### config.mk
export PLATFORM = sky130hd
export DESIGN_NAME = mmio_timer_cmp
export DESIGN_NICKNAME = d
export VERILOG_FILES = /design/src/rtl/mmio_timer_cmp.sv
export SDC_FILE = /design/constraint.sdc
export NUM_CORES = 1
export LEC_CHECK = 0
export BUFFER_PORTS_ARGS = -buffer_cell sky130_fd_sc_hd__buf_2
export CAP_MARGIN = 10
export CORE_AREA = 3 3 197 199
export CTS_BUF_LIST = sky130_fd_sc_hd__clkbuf_4 sky130_fd_sc_hd__clkbuf_8 sky130_fd_sc_hd__clkbuf_16
export DETAILED_ROUTE_END_ITERATION = 8
export DIE_AREA = 0 0 200 202
export PLACE_DENSITY = 0.66
export SYNTH_ARGS = -nofsm -noshare
export SYNTH_HDL_FRONTEND = slang
export SYNTH_SLANG_ARGS = --single-unit
export TNS_END_PERCENT = 1
### constraint.sdc
create_clock -name clk -period 5.32 [get_ports clk]
set_input_delay 1.064 -clock clk [delete_from_list [all_inputs] [get_ports clk]]
set_output_delay 1.064 -clock clk [all_outputs]
set_load 0.01 [all_outputs]
### src/rtl/mmio_timer_cmp.sv
// Memory-mapped machine timer: writable 64-bit mtime with enable and
// prescaler, plus NUM_CMP compare channels each driving a level interrupt.
// Reads are combinational; writes are byte-merged and commit on the edge.
module mmio_timer_cmp #(
  parameter logic [63:0] BASE_ADDR = 64'hb000_0000,
  parameter int          NUM_CMP   = 2,
  parameter int          DIV_W     = 16
) (
  input  logic               clk,
  input  logic               rstn,
  input  logic               ren,
  input  logic [63:0]        raddr,
  output logic [63:0]        rdata,
  input  logic               wen,
  input  logic [63:0]        waddr,
  input  logic [63:0]        wdata,
  input  logic [7:0]         wstrb,
  output logic               tick,
  output logic [NUM_CMP-1:0] irq
);

  // Byte-lane merge of new write data over an existing register value.
  function automatic logic [63:0] merge_bytes(input logic [63:0] old_v,
                                              input logic [63:0] new_v,
                                              input logic [7:0]  strb);
    logic [63:0] r;
    r = old_v;
    for (int k = 0; k < 8; k++) begin
      if (strb[k]) r[8*k +: 8] = new_v[8*k +: 8];
    end
    return r;
  endfunction

  // Architectural state
  logic [63:0]      mtime_reg, mtime_next;
  logic             en_reg, en_next;
  logic [DIV_W-1:0] div_reg, div_next;
  logic [DIV_W-1:0] pc_reg, pc_next;
  logic             tick_reg, tick_next;
  logic [NUM_CMP-1:0] irq_reg, irq_next;
  logic [63:0]      cmp_reg  [NUM_CMP];
  logic [63:0]      cmp_next [NUM_CMP];

  // Address decode: word index relative to the window base. Addresses below
  // the base wrap to huge indices and therefore decode as unmapped.
  logic [63:0] roff, woff;
  logic [60:0] ridx, widx;
  logic        wact, mtime_wr, ctrl_wr;
  logic [NUM_CMP-1:0] cmp_wr;
  logic [63:0] ctrl_word, ctrl_merged;
  logic [63:0] cmp_rsel [NUM_CMP];
  logic        inc;

  assign roff     = raddr - BASE_ADDR;
  assign woff     = waddr - BASE_ADDR;
  assign ridx     = roff[63:3];
  assign widx     = woff[63:3];
  // A write with no byte lanes enabled is a complete no-op, including its
  // side effects on the prescaler.
  assign wact     = wen && (wstrb != 8'h00);
  assign mtime_wr = wact && (widx == 61'd0);
  assign ctrl_wr  = wact && (widx == 61'd1);
  assign inc      = en_reg && (pc_reg == div_reg);

  // CTRL as seen by software: EN in bit 0, DIV at bit 16, all else zero.
  always_comb begin
    ctrl_word = '0;
    ctrl_word[0] = en_reg;
    ctrl_word[16 +: DIV_W] = div_reg;
  end

  assign ctrl_merged = merge_bytes(ctrl_word, wdata, wstrb);

  // Next-state for counter, prescaler and control; software writes win.
  always_comb begin
    mtime_next = mtime_reg;
    pc_next    = pc_reg;
    en_next    = en_reg;
    div_next   = div_reg;
    if (en_reg) begin
      pc_next = inc ? '0 : pc_reg + DIV_W'(1);
    end
    if (inc) begin
      mtime_next = mtime_reg + 64'd1;
    end
    if (ctrl_wr) begin
      en_next  = ctrl_merged[0];
      div_next = ctrl_merged[16 +: DIV_W];
      if (ctrl_merged[16 +: DIV_W] != div_reg) pc_next = '0;
    end
    if (mtime_wr) begin
      mtime_next = merge_bytes(mtime_reg, wdata, wstrb);
      pc_next    = '0;
    end
    tick_next = inc && !mtime_wr;
  end

  genvar gi;
  generate
    for (gi = 0; gi < NUM_CMP; gi++) begin : g_cmp
      assign cmp_wr[gi]   = wact && (widx == 61'(2 + gi));
      assign cmp_next[gi] = cmp_wr[gi] ? merge_bytes(cmp_reg[gi], wdata, wstrb)
                                       : cmp_reg[gi];
      // Compare against post-edge values so irq tracks the new state at once.
      assign irq_next[gi] = (mtime_next >= cmp_next[gi]);
      assign cmp_rsel[gi] = (ridx == 61'(2 + gi)) ? cmp_reg[gi] : 64'd0;

      // Compare register; resets to all ones so no interrupt fires by default.
      always_ff @(posedge clk) begin
        if (!rstn) cmp_reg[gi] <= '1;
        else       cmp_reg[gi] <= cmp_next[gi];
      end
    end
  endgenerate

  // Timer, control, tick and interrupt state registers.
  always_ff @(posedge clk) begin
    if (!rstn) begin
      mtime_reg <= '0;
      en_reg    <= 1'b1;
      div_reg   <= '0;
      pc_reg    <= '0;
      tick_reg  <= 1'b0;
      irq_reg   <= '0;
    end else begin
      mtime_reg <= mtime_next;
      en_reg    <= en_next;
      div_reg   <= div_next;
      pc_reg    <= pc_next;
      tick_reg  <= tick_next;
      irq_reg   <= irq_next;
    end
  end

  // Combinational read mux returning pre-edge values; zero when unmapped.
  always_comb begin
    rdata = '0;
    if (ren) begin
      if (ridx == 61'd0)      rdata = mtime_reg;
      else if (ridx == 61'd1) rdata = ctrl_word;
      else begin
        for (int i = 0; i < NUM_CMP; i++) rdata = rdata | cmp_rsel[i];
      end
    end
  end

  assign tick = tick_reg;
  assign irq  = irq_reg;

endmodule

**Word-level counts from Yosys, hierarchy flattened**

Memories as Yosys holds them, arrays and structs flattened.
Cells that the tools add are included.

- Output and inout bits: 67
- Register bits after elaboration: 100
- Memories kept: 1
- Bits in writable memories: 128
- Logic and storage cells: 81

Memory list:

| memory | depth | width | read ports | clocked after memory_dff | write ports | line | RTL |
|---|---|---|---|---|---|---|---|
| cmp_reg | 2 | 64 | 2 | 0 | 2 | 41 | `logic [63:0] cmp_reg [NUM_CMP];` |

- Magnitude comparators: 2
- Reduce and logical (&&, ||, !) cells: 13
- Add/sub/neg operators: 4
- Eq/ne operators: 8
- Multiplexer cells: 43
- Bitwise logic cells: 4

Operators by type and width:

| operator | number |
|---|---|
| 64-bit two-way mux | 11 |
| 61-bit by 2-bit equality test with 1-bit output (second input constant) | 4 |
| 8-bit two-way mux | 26 |
| 64-bit >= comparator | 2 |
| 64-bit by 32-bit subtractor with 64-bit output (second input constant) | 2 |
| 61-bit by 1-bit equality test with 1-bit output (second input constant) | 2 |
| 61-bit logical NOT | 2 |
| 64-bit by 1-bit adder with 64-bit output (second input constant) | 1 |
| 16-bit two-way mux | 4 |
| 64-bit OR | 1 |
| 16-bit by 1-bit adder with 16-bit output (second input constant) | 1 |
| 16-bit equality test | 1 |
| 16-bit inequality test | 1 |
| 8-bit nonzero test | 1 |
| 1-bit logical AND | 7 |
| 1-bit two-way mux | 2 |
| 1-bit OR | 2 |
| 2-bit AND reduction | 1 |
| 2-bit OR reduction | 1 |
| 1-bit logical NOT | 1 |
| 1-bit inverter | 1 |

**Logic depth before layout (Yosys ltp)**

- Word-level depth: 7
- Gate-level depth with buffers: 23
- Depth with buffers taken out: 20

**Least setup slack after synthesis**

OpenSTA, ideal clock, no wires.

- Path type: in2reg
- Start point: in waddr[35]
- End point: reg irq_reg[1], in the netlist irq[1]
- Path slack: -0.461 ns
- Arrival time: 5.660 ns
- Stages on the path: 22
- Buffers on the path: 3
- Library setup time: 0.122 ns
- Cell sequence: or4_4 or4_4 nor4_1 xnor2_1 nand4_2 or4_1 clkbuf_1 buf_6 buf_6 nor2_1 o21bai_1 o211a_1 ha_1 a21o_1 a21oi_1 nor2b_1 o21ai_0 a21oi_1 a2111oi_0 nor3_1 o311a_1 a221o_1

- Word-level cells in the longest chain between the ends: 5
- Elaborated cells on any way between the ends: 8
- Those cells by class: add/sub: 1; order compare: 1; eq/ne: 1; mux: 2; reduce/logical: 3

Ends and longest elaborated chain:

| what | line | RTL |
|---|---|---|
| start, declared | 15 | `input logic [63:0] waddr,` |
| 64-bit by 32-bit subtractor with 64-bit output | 55 | `assign woff = waddr - BASE_ADDR;` |
| 61-bit logical NOT | 61 | `assign mtime_wr = wact && (widx == 61'd0);` |
| 1-bit logical AND | 61 |  |
| 64-bit two-way mux | 91 | `if (mtime_wr) begin` |
| via mtime_next[9] | 35 | `logic [63:0] mtime_reg, mtime_next;` |
| 64-bit >= comparator | 105 | `assign irq_next[gi] = (mtime_next >= cmp_next[gi]);` |
| end signal, assigned | 131 | `irq_reg <= irq_next;` |
| end, declared | 40 | `logic [NUM_CMP-1:0] irq_reg, irq_next;` |

The timed path passes the listed nets, and every way through them passes these cells.
A chain may end at the register's enable or synchronous reset.

**Final worst setup path**

Ends and elaborated chain as after synthesis.

==> qor.yml <==
status: "complete, but fails checks"
violations: "setup timing"
clockBufferDepth: 3
pre_cts_slack_ns: -1.590
worst-r2r-setup-slack_ns: 0.17
ios: 271
num_vias: 18710
initial_core_util_pct: 44.60
fp.dieH_um: 202
final_cells: 3202
port_buffers: 264
synth_area_um2: 16680
nets: 3007
worst_setup_path_end_kind: "flop"
grt_max_degree: 90
drive_gt1_share_pct: 28.62
synthArstFlopShare_pct: 0
coreArea_um2: 37400
drv_slew: 0
overflow: 0
wirelength_um: 66280
cts_tree: "yes"
gp_congestion: 0.9622
drt_iter0_markers: 1223
synth_edf_count: 0
grt_usage_pct: 31.77
grt_pass1_vias: 18690
pwr_density_cell_nw_per_um2: 186.3
layout_setup_ws_ns: -0.2680
antenna_found_initial: 1
path_class: "input pin to flop"
cts_hold_buffers: 0
period_share_pct: 105.0
drc: 0
skew_ns: 0.02371
ys_seq_area_share_pct: 27.36
cp_data_required_time_ns: 5.76
wire_per_inst_um: 20.70
worst_pin_slew_ns: 0.9630
viasPerCell: 5.844
ant_nets: 0
grt_first_pass_wirelength_um: 102500
netlist_instances: 2092
largest_register_ffs: 128
hold_viol_final: 0
clk_latency_ns: 0.57
yosys_warnings: 0
total_leakage_power_nw: 10.23
ys_seq_elements: 228
rsz0062_at_grt: "yes"
cts_root_buffer: "clkbuf_16"
hp-class: "flop to flop"
synth.distinct_cells: 79
peakVddDrop_uv: 212.7
clock_sinks: 228
cts_made_buffers: 27
dpl.cell_count: 3152
cap_violations: 0
fp-row-count: 71
die_width_um: 200
htreeDepth: 1
drtPass1Iterations: 6
period_minus_slack_ns: 5.588
relSlewSlack_pct: 35.80
path_clk_slew_ns: 0.06
hpwl_um: 52190
max_freq_mhz: 179.0
synth_area_per_cell_um2: 7.974
cp_max_fo: 12
setup_violations: 2
synth_nets: 2428
cp.arrival_ns: 6.03
area_growth_pct: 34.40
synth-main-ff-cell: "dfxtp_1"
start_kind: "input pin"
dieArea_um2: 40400
==> final cells by class <==
| type | count | area [um^2] |
|---|---|---|
| clock buffers | 35 | 760.7 |
| multi-input cells | 1731 | 11810 |
| diodes | 1 | 2.502 |
| repair buffers | 654 | 4333 |
| clock inverters | 13 | 202.7 |
| flip-flops and latches | 228 | 4564 |
| inverters | 29 | 108.9 |
| well taps | 511 | 639.4 |
| fillers | 3397 | 14980 |
==> routing by layer <==
metal	share of wire, %	global-route usage [%]
met1	42	39.50
met3	7.2	4.884
met2	46	53.66
met5	0	0
met4	4.8	15.00
==> cells in the mapped netlist (39+ instances only) <==
library cell  number  area share [%]
nand3_1           78             2.3
xnor2_1           39             2.0
nand4_1           65             2.4
nor2_1           245             5.5
o21ai_0           62             1.9
nor3_1            65             2.0
a21oi_1          134             4.0
dfxtp_1          228              27
ha_1             132             9.9
mux2i_1          215              13
clkbuf_1          77             1.7
nor4_1            49             1.8
nand2_1          232             5.2
==> cells by family (layout without fill, tap and decap cells) <==
group / after synthesis / count (layout) / synth area share [%]
simple gates: 932 / 932 / 27.91
compound gates: 396 / 396 / 15.62
flops: 228 / 228 / 27.36
mux: 221 / 221 / 13.31
buf+inv: 133 / 731 / 3.270
fa+ha+maj: 132 / 132 / 9.901
xor+xnor: 50 / 50 / 2.625
other cells: 0 / 1 / 0
==> worst max-delay path, cell delays in order <==
cell	delay, ns
buf_2	0.11
or4_4	0.54
or4_4	0.49
nor4_4	0.24
xnor2_1	0.16
nand4_2	0.18
buf_6	0.19
nor4_4	0.19
buf_4	0.18
buf_12	0.14
nand2_1	0.08
o22a_1	0.21
and2_1	0.18
ha_1	0.19
or4_1	0.47
a21oi_1	0.12
o21ai_1	0.09
a2111oi_2	0.37
buf_4	0.18
nor3_1	0.05
o311a_1	0.33
a221o_1	0.26
==> path summary, 6_finish.rpt <==
| check | from | end | cells after the start |
|---|---|---|---|
| min reg2reg | cmp_reg[1][53]$_SDFF_PN1_ | cmp_reg[1][53]$_SDFF_PN1_ | 2 |
| max reg2reg | mtime_reg[17]$_SDFF_PN0_ | irq[1]$_SDFF_PN0_ | 17 |
| min | cmp_reg[1][53]$_SDFF_PN1_ | cmp_reg[1][53]$_SDFF_PN1_ | 2 |
| max | waddr[35] | irq[1]$_SDFF_PN0_ | 22 |
==> cells in the final DEF (no fill, tap or decap), types with 39 or more instances in the layout <==
cell type,n
xnor2_1,39
nor2_1,242
nand3_1,78
buf_4,385
buf_2,262
nor4_1,48
nand2_1,230
nand4_1,65
mux2i_1,213
nor3_1,64
ha_1,131
a21oi_1,133
o21ai_0,57
dfxtp_1,228
==> through the flow <==
step | utilization (%) | instance area [um^2] | total power, W | TNS [ns] | hold slack (ns)
3_5_place_dp | 56.88 | 21270 | 0.002164 | -2.803 | 0.4938
2_1_floorplan | - | 16700 | 0.001922 | -0.3232 | 0.4677
5_1_grt | 59.94 | 22420 | 0.004302 | -0.9071 | 0.5355
6_report | 59.94 | 22420 | 0.004177 | -0.3617 | 0.5103
3_3_place_gp | 56.88 | 21270 | 0.002161 | -2.768 | 0.4800
4_1_cts | 59.73 | 22340 | 0.004198 | -0.3278 | 0.5073
==> repair_timing <==
item                                    CTS  global route
resized for setup                        26            18
endpoints found under the setup margin    5            24
endpoints found under the hold margin     0             0
buffers inserted                          1             0
pin swaps                                 4             6
==> power breakdown <==
| part | total, W | switching [W] | internal, W |
|---|---|---|---|
| sequential | 0.00171 | 0.00000301 | 0.00171 |
| combinational | 0.000429 | 0.000260 | 0.000169 |
| clock | 0.00204 | 0.000789 | 0.00125 |
(Power assumes the default switching activity.)
